<file path="config.mk">
export PLATFORM = sky130hd
export DESIGN_NAME = reset_sequencer_flat
export DESIGN_NICKNAME = d
export VERILOG_FILES = /design/src/rtl/reset_seq_pkg.sv /design/src/rtl/reset_sequencer_if.sv /design/src/rtl/reset_seq_timer.sv /design/src/rtl/reset_sequencer.sv /design/src/flat_wrapper.sv
export SDC_FILE = /design/constraint.sdc
export NUM_CORES = 1
export LEC_CHECK = 0
export BUFFER_PORTS_ARGS = -buffer_cell sky130_fd_sc_hd__buf_4
export CAP_MARGIN = 40
export CORE_ASPECT_RATIO = 0.9
export CORE_UTILIZATION = 40
export DETAILED_ROUTE_END_ITERATION = 12
export PLACE_DENSITY = 0.58
export SYNTH_ARGS = -nofsm -noshare
export SYNTH_HDL_FRONTEND = slang
export SYNTH_SLANG_ARGS = --single-unit
</file>
<file path="constraint.sdc">
create_clock -name i_clk -period 1.7 [get_ports i_clk]
set_input_delay 0.34 -clock i_clk [delete_from_list [all_inputs] [get_ports i_clk]]
set_output_delay 0.34 -clock i_clk [all_outputs]
set_load 0.005 [all_outputs]
</file>
<file path="src/rtl/reset_seq_pkg.sv">
// reset_seq_pkg
// Shared types and defaults for the reset sequencer:
//   seq_state_e   : sequencer FSM states
//   HOLD_CYC_DEF  : default clocks all domain resets are held after reset/abort
//   STAGE_DLY_DEF : default enabled ticks between consecutive domain releases
//   stage_w()     : width of a count that must reach n (0..n inclusive)
package reset_seq_pkg;

  typedef enum logic [1:0] {
    ST_ASSERT    = 2'd0,
    ST_WAIT_LOCK = 2'd1,
    ST_RELEASE   = 2'd2,
    ST_RUN       = 2'd3
  } seq_state_e;

  localparam int HOLD_CYC_DEF  = 16;
  localparam int STAGE_DLY_DEF = 1024;

  function automatic int stage_w(input int n);
    return $clog2(n + 1);
  endfunction

endpackage

</file>
<file path="src/rtl/reset_sequencer_if.sv">
// reset_sequencer_if
// Groups the sequencer's status/request inputs and per-domain reset outputs.
//   i_enb      : tick strobe, stage delay advances only when high
//   i_lock     : PLL/clock-lock status (synchronous)
//   i_soft_req : single-cycle soft-reset request
//   o_rstn     : per-domain active-low resets (stage 0 released first)
//   o_stage    : number of domains released
//   o_ready    : all domains released
//   o_err      : sticky lock-loss-after-release-began flag
// Modports:
//   master : the sequencer itself (drives the domain resets)
//   slave  : the surrounding logic (drives lock/tick/request, observes resets)
interface reset_sequencer_if
  import reset_seq_pkg::*;
#(
  parameter int N_STAGES = 4
);
  localparam int STAGE_W = stage_w(N_STAGES);

  logic                i_enb;
  logic                i_lock;
  logic                i_soft_req;
  logic [N_STAGES-1:0] o_rstn;
  logic [STAGE_W-1:0]  o_stage;
  logic                o_ready;
  logic                o_err;

  modport master (
    input  i_enb, i_lock, i_soft_req,
    output o_rstn, o_stage, o_ready, o_err
  );

  modport slave (
    output i_enb, i_lock, i_soft_req,
    input  o_rstn, o_stage, o_ready, o_err
  );

endinterface

</file>
<file path="src/rtl/reset_seq_timer.sv">
// reset_seq_timer
// Shared up-counter for both the reset hold time and the per-stage delay.
//   i_clk  : clock
//   i_rstn : synchronous active-low reset (count to 0)
//   i_clr  : clear count to 0 (wins over i_en)
//   i_en   : advance count by one
//   i_term : terminal value to compare against
//   o_tc   : current count equals i_term
module reset_seq_timer #(
  parameter int CNT_W = 10
) (
  input  logic             i_clk,
  input  logic             i_rstn,
  input  logic             i_clr,
  input  logic             i_en,
  input  logic [CNT_W-1:0] i_term,
  output logic             o_tc
);

  logic [CNT_W-1:0] cnt_q;
  logic [CNT_W-1:0] cnt_d;

  always_comb begin
    cnt_d = cnt_q;
    if (i_clr) begin
      cnt_d = '0;
    end else if (i_en) begin
      cnt_d = cnt_q + 1'b1;
    end
  end

  always_ff @(posedge i_clk) begin
    if (!i_rstn) begin
      cnt_q <= '0;
    end else begin
      cnt_q <= cnt_d;
    end
  end

  assign o_tc = (cnt_q == i_term);

endmodule

</file>
<file path="src/rtl/reset_sequencer.sv">
// reset_sequencer
// Ordered reset-release controller. Holds every domain reset for HOLD_CYC
// clocks, waits for clock lock, then releases domains 0..N_STAGES-1 one at a
// time, each after STAGE_DLY enabled ticks. Lock loss or a soft request after
// release has begun re-asserts all domains and restarts; lock loss also sets
// the sticky error flag.
//   i_clk  : clock, rising edge
//   i_rstn : synchronous active-low reset
//   bus    : reset_sequencer_if master (lock/tick/request in, resets/status out)
module reset_sequencer
  import reset_seq_pkg::*;
#(
  parameter int N_STAGES  = 4,
  parameter int CNT_W     = 10,
  parameter int HOLD_CYC  = HOLD_CYC_DEF,
  parameter int STAGE_DLY = STAGE_DLY_DEF
) (
  input  logic              i_clk,
  input  logic              i_rstn,
  reset_sequencer_if.master bus
);

  localparam int               STAGE_W    = stage_w(N_STAGES);
  localparam logic [CNT_W-1:0] HOLD_TERM  = CNT_W'(HOLD_CYC - 1);
  localparam logic [CNT_W-1:0] STAGE_TERM = CNT_W'(STAGE_DLY - 1);
  localparam logic [STAGE_W-1:0] LAST_STAGE = STAGE_W'(N_STAGES - 1);

  if (N_STAGES < 1) begin : g_bad_nstages
    $error("reset_sequencer: N_STAGES must be >= 1");
  end
  if (HOLD_CYC < 1 || HOLD_CYC > (2 ** CNT_W)) begin : g_bad_hold
    $error("reset_sequencer: HOLD_CYC must be in 1..2**CNT_W");
  end
  if (STAGE_DLY < 1 || STAGE_DLY > (2 ** CNT_W)) begin : g_bad_dly
    $error("reset_sequencer: STAGE_DLY must be in 1..2**CNT_W");
  end

  seq_state_e          state_q;
  logic [N_STAGES-1:0] rstn_q;
  logic [STAGE_W-1:0]  stage_q;
  logic                ready_q;
  logic                err_q;

  logic             abort;
  logic             tmr_clr;
  logic             tmr_en;
  logic             tmr_tc;
  logic [CNT_W-1:0] tmr_term;

  // Abort only applies once release has begun; lock low earlier is normal.
  assign abort = ((state_q == ST_RELEASE) || (state_q == ST_RUN)) &&
                 (!bus.i_lock || bus.i_soft_req);

  assign tmr_term = (state_q == ST_ASSERT) ? HOLD_TERM : STAGE_TERM;

  // The one counter is parked at 0 whenever it is not timing something, so
  // each timed phase starts from a clean count.
  always_comb begin
    tmr_en  = 1'b0;
    tmr_clr = 1'b1;
    case (state_q)
      ST_ASSERT: begin
        tmr_en  = 1'b1;
        tmr_clr = bus.i_soft_req || tmr_tc;
      end
      ST_RELEASE: begin
        tmr_en  = bus.i_enb;
        tmr_clr = abort || (bus.i_enb && tmr_tc);
      end
      default: begin
        tmr_en  = 1'b0;
        tmr_clr = 1'b1;
      end
    endcase
  end

  reset_seq_timer #(
    .CNT_W (CNT_W)
  ) u_timer (
    .i_clk  (i_clk),
    .i_rstn (i_rstn),
    .i_clr  (tmr_clr),
    .i_en   (tmr_en),
    .i_term (tmr_term),
    .o_tc   (tmr_tc)
  );

  always_ff @(posedge i_clk) begin
    if (!i_rstn) begin
      state_q <= ST_ASSERT;
      rstn_q  <= '0;
      stage_q <= '0;
      ready_q <= 1'b0;
      err_q   <= 1'b0;
    end else begin
      case (state_q)
        ST_ASSERT: begin
          // A soft request restarts the hold instead of finishing it.
          if (!bus.i_soft_req && tmr_tc) begin
            state_q <= ST_WAIT_LOCK;
          end
        end
        ST_WAIT_LOCK: begin
          if (bus.i_lock) begin
            state_q <= ST_RELEASE;
          end
        end
        ST_RELEASE, ST_RUN: begin
          if (abort) begin
            state_q <= ST_ASSERT;
            rstn_q  <= '0;
            stage_q <= '0;
            ready_q <= 1'b0;
            if (!bus.i_lock) begin
              err_q <= 1'b1;
            end
          end else if ((state_q == ST_RELEASE) && bus.i_enb && tmr_tc) begin
            // Setting only bit [stage_q] keeps o_rstn thermometer-shaped.
            rstn_q  <= rstn_q | (N_STAGES'(1) << stage_q);
            stage_q <= stage_q + 1'b1;
            if (stage_q == LAST_STAGE) begin
              state_q <= ST_RUN;
              ready_q <= 1'b1;
            end
          end
        end
        default: begin
          state_q <= ST_ASSERT;
        end
      endcase
    end
  end

  assign bus.o_rstn  = rstn_q;
  assign bus.o_stage = stage_q;
  assign bus.o_ready = ready_q;
  assign bus.o_err   = err_q;

endmodule

</file>
<file path="src/flat_wrapper.sv">
// flat-port wrapper written by rule: the top's interface ports become plain ports
module reset_sequencer_flat import reset_seq_pkg::*;
#(
  parameter int N_STAGES  = 4,
  parameter int CNT_W     = 10,
  parameter int HOLD_CYC  = HOLD_CYC_DEF,
  parameter int STAGE_DLY = STAGE_DLY_DEF
)
  (i_clk, i_rstn, bus_i_enb, bus_i_lock, bus_i_soft_req, bus_o_rstn, bus_o_stage, bus_o_ready, bus_o_err);
  reset_sequencer_if #(.N_STAGES(N_STAGES)) bus_i ();
  input  logic i_clk;
  input  logic i_rstn;
  input wire logic [$bits(bus_i.i_enb)-1:0] bus_i_enb;
  input wire logic [$bits(bus_i.i_lock)-1:0] bus_i_lock;
  input wire logic [$bits(bus_i.i_soft_req)-1:0] bus_i_soft_req;
  output wire logic [$bits(bus_i.o_rstn)-1:0] bus_o_rstn;
  output wire logic [$bits(bus_i.o_stage)-1:0] bus_o_stage;
  output wire logic [$bits(bus_i.o_ready)-1:0] bus_o_ready;
  output wire logic [$bits(bus_i.o_err)-1:0] bus_o_err;
  assign bus_i.i_enb = bus_i_enb;
  assign bus_i.i_lock = bus_i_lock;
  assign bus_i.i_soft_req = bus_i_soft_req;
  assign bus_o_rstn = bus_i.o_rstn;
  assign bus_o_stage = bus_i.o_stage;
  assign bus_o_ready = bus_i.o_ready;
  assign bus_o_err = bus_i.o_err;
  reset_sequencer #(.N_STAGES(N_STAGES), .CNT_W(CNT_W), .HOLD_CYC(HOLD_CYC), .STAGE_DLY(STAGE_DLY)) u_core (.i_clk(i_clk), .i_rstn(i_rstn), .bus(bus_i));
endmodule
</file>
==> results of run 1 <==
-- worst min path at each step --
stage,startpoint,endpoint,slack (ns),depth (start not counted)
after floorplan,bus_i_soft_req,u_core.state_q[1],0.43,1
final,bus_i_soft_req,u_core.state_q[1],0.23,2
after detailed placement,u_core.bus.o_ready,u_core.bus.o_ready,0.45,2
after global routing,bus_i_soft_req,u_core.state_q[1],0.21,2
after global placement,u_core.bus.o_rstn[1],u_core.bus.o_rstn[1],0.44,2
after CTS,bus_i_soft_req,u_core.state_q[1],0.22,2
-- routing by layer --
layer  vias up  part of all wire [%]  track usage, %
met3         2                   3.0            5.47
met1       428                    52            21.3
met5         -                     0               0
met4         0                  0.55            2.44
met2         9                    45            28.8
li1        491                     -               -
-- logic make-up after synthesis --
kind of cell               count (synthesis)  synth area share, %
muxes                                      3                 2.74
buffers and inverters                     11                 4.56
and+or+nand+nor                           54                 26.8
AOI/OAI and AO/OA                         22                 16.0
adders and majority gates                  6                 6.84
DFF                                       21                 38.3
xor gates and xnor gates                   6                 4.79
-- worst max-delay path, cell delays in order (launching register included) --
cell,delay [ns]
dfxtp_2,0.37
nor4_2,0.32
nand2_1,0.15
a2111oi_4,0.48
mux2i_1,0.23
-- report_power, final --
group / total (mW) / internal, mW / leakage [nW] / switching (mW)
clock: 0.242 / 0.0877 / 0.0177 / 0.155
combinational: 0.0319 / 0.0149 / 0.322 / 0.0171
sequential: 0.496 / 0.494 / 0.171 / 0.00172
-- final cells by class --
cell class	instances	area [µm²]
multi-input combinational	91	633
timing repair buffer	21	158
fill	248	1220
clock inverter	1	5.00
tap	28	35.0
clock buffer	3	22.5
inverter	8	30.0
sequential	21	425
-- stage by stage --
step / setup TNS, ns / hold WS (ns) / worst slack (ns) / cells
final: 0 / 0.235 / 0.0848 / 173
after global routing: 0 / 0.206 / 0.00703 / 173
after CTS: 0 / 0.217 / 0.0138 / 172
after detailed placement: -0.0124 / 0.448 / -0.0124 / 168
after global placement: 0 / 0.438 / 0.109 / 168
after floorplan: 0 / 0.432 / 0.176 / 123
-- layout by cell type (no fill, tap or decap), drive strengths merged --
cell     Yosys  routed
a2111oi      1       1
a211oi       5       5
a21boi       4       4
a21oi        2       2
and2         1       1
and3         3       3
and4         3       3
buf          1      21
clkbuf       2       3
clkinv       0       1
dfxtp       21      21
ha           6       6
inv          8       8
mux2i        3       3
nand2       12      12
nand2b       3       3
nand3        9       9
nand3b       1       1
nand4        2       2
nor2         4       4
nor2b        1       1
nor3         8       8
nor4         3       3
o2111ai      2       2
o211a        1       1
o211ai       1       1
o21ai        6       6
or2          1       1
or3          3       3
xnor2        4       4
xor2         2       2
-- sequential cells by signal, summed over array words and instances, names as in the netlist --
register              flops
u_core.bus.o_ready        1
u_core.bus.o_err          1
u_core.state_q            2
u_core.bus.o_stage        3
u_core.u_timer.cnt_q     10
u_core.bus.o_rstn         4
-- repair_timing --
item,4_1_cts,5_1_grt
buffers inserted,0,1
cloned,0,0
resized for setup,2,3
endpoints found under the hold margin,0,0
setup endpoints to repair,2,2
pin swaps,2,2
==> impl_metrics.py, run 1 <==
metrics = {
    "outcome": {
        "outcome": "complete, no violations",
    },
    "global_routing": {
        "grt_max_degree": 15,
        "overflow": 0,
        "grt_pass1_vias": 892,
        "grt_pass1_wl_um": 3840,
        "grt_use_total_pct": 16.9,
        "antenna_found_initial": 0,
    },
    "yosys": {
        "synth_top_area_share_pct": 38.3,
        "synth-seq-cells": 21,
        "synth_common_cells": "dfxtp_1, nand2_1, nand3_1",
        "synth.most_common_cell": "dfxtp_1",
        "synth_edf_count": 0,
        "async_flop_share_pct": 0,
        "synth-main-ff-cell": "dfxtp_1",
        "synth.avg_cell_area_um2": 8.92,
        "seq_area_frac_synth_pct": 38.3,
        "syn_nets": 134,
        "ys_top_cells_by_area": "dfxtp_1, ha_1, nand3_1",
        "synth_cell_types": 34,
        "ys.warnings.count": 0,
        "synthCells": 123,
        "netlist_area_mm2": 0.00110,
        "yosys.area.top_type": "dfxtp_1",
    },
    "timing": {
        "final_max_slew_viol_count": 0,
        "timing.fmax_mhz": 619,
        "final-setup-viol-count": 0,
        "max_slew_margin_pct": 71.9,
        "tightestPinTransition_ns": 0.420,
        "rsz0062_at_grt": "no",
        "clock_skew_ns": 0.00510,
        "fin_crit_sh_pct": 95.0,
        "hold_viol": 0,
        "min_period_ns": 1.62,
    },
    "setup_path": {
        "crit_start": "u_core.u_timer.cnt_q[4]",
        "reg2reg_depth": 4,
        "startpoint_type": "flip-flop",
        "r2r_setup_slack_ns": 0.08,
        "crit_arrival_ns": 1.86,
        "crit_type": "reg2reg",
        "r2r-end": "u_core.bus.o_stage[0]",
        "rr_startpoint": "u_core.u_timer.cnt_q[4]",
        "required_ns": 1.94,
        "worst-path-max-fanout": 6,
        "critPathCapture": "u_core.bus.o_stage[0]",
        "cp-end-kind": "flip-flop",
    },
    "cts": {
        "clkSlewWorstSetupHoldPaths_ns": 0.12,
        "cts_hold_buffers": 0,
        "cts_tree": "built",
        "cts.path.max_buffers": 2,
        "htree_levels": 1,
        "clkSinkCount": 21,
        "root_buffer": "clkbuf_4",
        "cts_buffers": 3,
        "clkLatencyLatePin_ns": 0.30,
    },
    "floorplan": {
        "die_x_um": 57.2,
        "die_area_mm2": 0.00296,
        "coreArea_mm2": 0.00253,
        "rows": 17,
        "io-pin-count": 14,
        "die_height_um": 51.7,
        "initial_utilization_pct": 43.4,
    },
    "placed_design": {
        "dp_hpwl_um": 1720,
        "gp_congestion": 0.806,
        "port_buffers": 13,
        "place_area_mm2": 0.00126,
    },
    "power": {
        "p_per_area_mw_per_mm2": 588,
        "total_power_uw": 770,
        "max-vdd-ir-drop_v": 0.000585,
        "p_leak_nw": 0.511,
    },
    "final_layout": {
        "n_antenna_cell": 0,
        "area_growth_pct": 19.3,
        "post-route-util_pct": 51.7,
        "fin_nets": 157,
        "drive_gt1_share_pct": 24.8,
        "final_cell_area_mm2": 0.00131,
    },
    "detailed_routing": {
        "drc": 0,
        "drt_wl_total_um": 2200,
        "vias": 930,
        "viasPerCell": 5.38,
        "routedWlPerCell_um": 12.7,
        "drt_iter0_markers": 23,
        "ant_nets": 0,
        "dr.pass1.iters": 4,
    },
    "job": {
        "drv_cap": 0,
    },
    "hold_path": {
        "hp-class": "in2reg",
    },
}
No activity file was read; power rests on OpenSTA's default activity.
==> run 2, diff against run 1 <==
--- a/config.mk
+++ b/config.mk
@@ -7,7 +7,7 @@
 export LEC_CHECK = 0
 export BUFFER_PORTS_ARGS = -buffer_cell sky130_fd_sc_hd__buf_4
 export CAP_MARGIN = 40
-export CORE_ASPECT_RATIO = 0.9
+export CORE_ASPECT_RATIO = 0.8
 export CORE_UTILIZATION = 40
 export DETAILED_ROUTE_END_ITERATION = 12
 export PLACE_DENSITY = 0.58
==> impl_metrics.py, run 2 (synthesis gave the netlist of run 1 again) <==
metrics = {
    "outcome": {
        "outcome": "complete, no violations",
    },
    "power": {
        "p_per_area_mw_per_mm2": 557,
        "p_int_uw": 592,
        "combPwrFrac_pct": 4.3,
        "max-vdd-ir-drop_v": 0.000390,
        "power_frac_clock_pct": 30.9,
        "switching_share_pct": 21.4,
        "total_power_uw": 753,
        "p_leak_nw": 0.512,
        "p_seq_share_pct": 64.8,
        "p_switching_uw": 161,
    },
    "final_layout": {
        "regArea_um2": 442,
        "fin_nets": 155,
        "final_cell_area_mm2": 0.00135,
        "area_growth_pct": 23.3,
        "final_cell_mix": "buf_4, dfxtp_1, nand2_1",
        "instances_no_fill": 179,
        "top_register": "u_core.u_timer.cnt_q",
        "drive_gt1_share_pct": 26.6,
        "multi_input_area_um2": 667,
        "largest_reg_flops": 10,
        "n_antenna_cell": 0,
        "final_common_cell": "buf_4",
        "fillers": 258,
    },
    "setup_path": {
        "cp-end-kind": "flip-flop",
        "startpoint_type": "flip-flop",
        "crit_start": "u_core.u_timer.cnt_q[6]",
        "reg2reg_depth": 4,
        "r2r-end": "u_core.bus.o_stage[1]",
        "critPathCapture": "u_core.bus.o_stage[1]",
        "crit_type": "reg2reg",
        "r2r_setup_slack_ns": 0.10,
        "crit_arrival_ns": 1.82,
        "worst-path-max-fanout": 4,
        "required_ns": 1.93,
        "rr_startpoint": "u_core.u_timer.cnt_q[6]",
    },
    "cts": {
        "clkSlewWorstSetupHoldPaths_ns": 0.11,
        "cts_buffers": 3,
        "cts_tree": "built",
        "cts.path.max_buffers": 2,
        "root_buffer": "clkbuf_4",
        "clkLatencyLatePin_ns": 0.30,
        "htree_levels": 1,
        "clkSinkCount": 21,
    },
    "timing": {
        "timing.fmax_mhz": 627,
        "max_slew_margin_pct": 71.7,
        "fin_crit_sh_pct": 93.9,
        "clock_skew_ns": 0.00230,
        "final-setup-viol-count": 0,
        "min_period_ns": 1.60,
        "tightestPinTransition_ns": 0.423,
        "final_max_slew_viol_count": 0,
        "hold_viol": 0,
    },
    "detailed_routing": {
        "vias": 950,
        "viasPerCell": 5.31,
        "routedWlPerCell_um": 13.2,
        "ant_nets": 0,
        "drt_wl_total_um": 2370,
        "drt_iter0_markers": 36,
        "drc": 0,
        "dr.pass1.iters": 4,
    },
    "floorplan": {
        "initial_utilization_pct": 43.5,
        "rows": 16,
        "die_x_um": 60.6,
        "io-pin-count": 14,
        "die_area_mm2": 0.00296,
        "coreArea_mm2": 0.00252,
        "die_height_um": 48.8,
    },
    "placed_design": {
        "gp_congestion": 0.798,
        "place_area_mm2": 0.00125,
        "port_buffers": 13,
        "dp_hpwl_um": 1770,
        "dp_cells": 173,
    },
    "job": {
        "drv_cap": 0,
    },
    "hold_path": {
        "hp-class": "in2reg",
    },
    "global_routing": {
        "grt_max_degree": 15,
        "antenna_found_initial": 0,
        "grt_use_total_pct": 18.5,
        "grt_pass1_vias": 925,
        "overflow": 0,
        "grt_pass1_wl_um": 4150,
    },
}
-- run 2: cell types whose count changed in the layout (fill, tap and decap cells not counted) --
cell      before  now
dfxtp_4        0    5
dfxtp_1       17   14
buf_4         21   19
dfxtp_2        4    2
nor4_2         2    0
nor4_4         0    2
and4_2         1    0
and4_4         0    1
clkbuf_1       0    1
clkinv_2       1    0
nand2_1       12   11
nand2_2        0    1
nand3_1        9    8
nand3_4        0    1
-- run 2: how the worst min path moves through the flow --
stage / from / endpoint / slack (ns) / depth (start not counted)
finish: bus_i_soft_req / u_core.state_q[1] / 0.22 / 2
global placement: u_core.bus.o_rstn[0] / u_core.bus.o_rstn[0] / 0.44 / 2
global route: bus_i_soft_req / u_core.state_q[1] / 0.19 / 2
CTS: bus_i_soft_req / u_core.state_q[1] / 0.20 / 2
detailed placement: u_core.bus.o_rstn[0] / u_core.bus.o_rstn[0] / 0.45 / 2
floorplan: bus_i_soft_req / u_core.state_q[1] / 0.43 / 1
-- run 2: critical path: stages, from the launching register on --
cell,delay (ns)
dfxtp_4,0.38
nor4_4,0.30
nand2_2,0.12
a2111oi_4,0.47
mux2i_1,0.25
-- run 2: cell type report --
type	instances	area share (%)
Clock buffer	4	1.94
Inverter	8	2.22
Multi-Input combinational cell	91	49.3
Sequential cell	21	32.7
Tap cell	36	3.33
Timing Repair Buffer	19	10.5
-- run 2: per-stage QoR --
stage | setup slack, ns | hold WS [ns] | TNS, ns | util (%)
3_3_place_gp | 0.119 | 0.437 | 0 | 49.6
6_report | 0.104 | 0.220 | 0 | 53.6
2_1_floorplan | 0.176 | 0.432 | 0 | -
4_1_cts | 0.0268 | 0.203 | 0 | 51.0
3_5_place_dp | 0.0189 | 0.446 | 0 | 49.6
5_1_grt | -0.0114 | 0.193 | -0.0114 | 53.6
-- run 2: power groups by stage --
stage	sequential [mW]	combinational (mW)	clock (mW)
finish	0.488	0.0323	0.233
global placement	0.507	0.0314	0
detailed placement	0.507	0.0320	0
floorplan	0.507	0.0164	0
global route	0.489	0.0366	0.277
CTS	0.496	0.0322	0.251
-- run 2: repair_timing --
item                                   in CTS  in global routing
buffers inserted                            1                  1
hold buffers                                0                  0
resized for setup                           3                 16
endpoints found under the hold margin       0                  0
setup endpoints to repair                   1                 13
pin swaps                                   2                  3
-- run 2: metal layers --
layer	track usage [%]	vias to the layer above	routed length (µm)
met5	0	-	0
met4	3.41	0	7
met3	4.77	2	77
met2	28.6	15	1050
met1	26.1	446	1230
li1	-	487	-
==> run 3, diff against run 2 <==
--- a/config.mk
+++ b/config.mk
@@ -7,10 +7,12 @@
 export LEC_CHECK = 0
 export BUFFER_PORTS_ARGS = -buffer_cell sky130_fd_sc_hd__buf_4
 export CAP_MARGIN = 40
+export CELL_PAD_IN_SITES_DETAIL_PLACEMENT = 0
+export CELL_PAD_IN_SITES_GLOBAL_PLACEMENT = 2
 export CORE_ASPECT_RATIO = 0.8
-export CORE_UTILIZATION = 40
+export CORE_UTILIZATION = 34
 export DETAILED_ROUTE_END_ITERATION = 12
-export PLACE_DENSITY = 0.58
+export PLACE_DENSITY = 0.76
 export SYNTH_ARGS = -nofsm -noshare
 export SYNTH_HDL_FRONTEND = slang
 export SYNTH_SLANG_ARGS = --single-unit
==> impl_metrics.py, run 3 (synthesis gave the netlist of run 1 again) <==
metrics = {
    "timing": {
        "max_slew_margin_pct": 70.8,
        "timing.fmax_mhz": 632,
        "final-setup-viol-count": 0,
        "tns_ns": 0,
        "fin_crit_sh_pct": 93.0,
        "rsz0062_at_grt": "no",
        "tightestPinTransition_ns": 0.437,
        "final_max_slew_viol_count": 0,
        "min_period_ns": 1.58,
        "clock_skew_ns": 0.00270,
        "hold_viol": 0,
    },
    "detailed_routing": {
        "dr.pass1.iters": 4,
        "drt_iter0_markers": 25,
        "drc": 0,
        "vias": 917,
        "viasPerCell": 4.96,
        "ant_nets": 0,
        "drt_wl_total_um": 2290,
        "routedWlPerCell_um": 12.4,
    },
    "final_layout": {
        "fin_nets": 157,
        "final_cell_mix": "buf_4, dfxtp_1, nand2_1",
        "largest_reg_flops": 10,
        "top_register": "u_core.u_timer.cnt_q",
        "drive_gt1_share_pct": 24.8,
        "final_cell_area_mm2": 0.00134,
        "n_antenna_cell": 0,
        "area_growth_pct": 22.2,
        "final_common_cell": "buf_4",
        "instances_no_fill": 185,
    },
    "placed_design": {
        "place_area_mm2": 0.00128,
        "port_buffers": 13,
        "gp_congestion": 0.744,
        "dp_cells": 181,
        "dp_hpwl_um": 1820,
    },
    "cts": {
        "cts.path.max_buffers": 2,
        "clkSinkCount": 21,
        "cts_buffers": 3,
        "clkLatencyLatePin_ns": 0.25,
        "clkSlewWorstSetupHoldPaths_ns": 0.07,
        "htree_levels": 1,
        "cts_setup_buffers": 0,
        "root_buffer": "clkbuf_8",
        "cts_tree": "built",
    },
    "global_routing": {
        "overflow": 0,
        "grt_use_total_pct": 14.4,
        "grt_pass1_wl_um": 3710,
        "grt_pass1_vias": 798,
        "antenna_found_initial": 0,
        "grt_max_degree": 15,
    },
    "floorplan": {
        "io-pin-count": 14,
        "die_x_um": 65.5,
        "initial_utilization_pct": 35.6,
        "coreArea_mm2": 0.00309,
        "die_area_mm2": 0.00346,
        "die_height_um": 52.8,
        "rows": 18,
    },
    "setup_path": {
        "crit_start": "u_core.u_timer.cnt_q[5]",
        "startpoint_type": "flip-flop",
        "crit_arrival_ns": 1.77,
        "r2r_setup_slack_ns": 0.12,
        "critPathCapture": "u_core.bus.o_stage[1]",
        "worst-path-max-fanout": 6,
        "r2r-end": "u_core.bus.o_stage[1]",
        "cp-end-kind": "flip-flop",
        "crit_type": "reg2reg",
        "reg2reg_depth": 4,
        "rr_startpoint": "u_core.u_timer.cnt_q[5]",
        "required_ns": 1.89,
    },
    "job": {
        "drv_cap": 0,
    },
    "hold_path": {
        "hp-class": "in2reg",
    },
    "power": {
        "max-vdd-ir-drop_v": 0.000508,
        "p_per_area_mw_per_mm2": 631,
        "total_power_uw": 846,
        "p_leak_nw": 0.517,
    },
    "outcome": {
        "outcome": "complete, no violations",
    },
}
run 3: cell count changes in the layout (fill, tap and decap cells not counted), sizes merged:
cell,change
buf,+2
run 3: where the power goes:
group | total [mW] | internal, mW | switching [mW]
logic | 0.0323 | 0.0150 | 0.0173
registers | 0.496 | 0.494 | 0.00192
clock network | 0.318 | 0.167 | 0.151
run 3: timing repair:
item | in CTS | in global routing
resized for setup | 0 | 6
endpoints found under the setup margin | 0 | 3
hold buffers | 0 | 0
run 3: area by class of cell:
class | count | area, µm²
Fill cell | 311 | 1740
Multi-Input combinational cell | 91 | 632
Timing Repair Buffer | 21 | 158
Sequential cell | 21 | 427
Clock buffer | 4 | 45.0
Tap cell | 40 | 50.0
Inverter | 8 | 30.0
run 3: per-stage QoR:
step / hold slack, ns / setup slack, ns / utilization, %
2_1_floorplan: 0.432 / 0.176 / -
4_1_cts: 0.276 / 0.0457 / 43.1
3_3_place_gp: 0.435 / 0.109 / 41.6
6_report: 0.276 / 0.119 / 43.5
5_1_grt: 0.295 / 0.0189 / 43.5
3_5_place_dp: 0.449 / 0.0618 / 41.6
run 3: worst min path at each step:
stage               cells past startpoint                  from                    to  slack [ns]
global route                            2        bus_i_soft_req     u_core.state_q[1]        0.29
floorplan                               1        bus_i_soft_req     u_core.state_q[1]        0.43
finish                                  2        bus_i_soft_req     u_core.state_q[1]        0.28
global placement                        2  u_core.bus.o_rstn[1]  u_core.bus.o_rstn[1]        0.44
detailed placement                      2  u_core.bus.o_rstn[1]  u_core.bus.o_rstn[1]        0.45
CTS                                     2        bus_i_soft_req     u_core.state_q[1]        0.28
run 3: per-layer routing:
metal	wire, µm	part of all wire, %	global-route usage (%)	vias up
met5	0	0	0	-
met4	8	0.35	2.17	0
met3	81	3.5	4.57	2
met2	976	43	21.0	11
met1	1230	54	20.6	415
li1	-	-	-	489
run 3: worst max-delay path: stages, from the launching register on:
cell	delay, ns
dfxtp_2	0.37
and4_2	0.26
nand4_1	0.19
a2111oi_4	0.49
mux2i_1	0.22
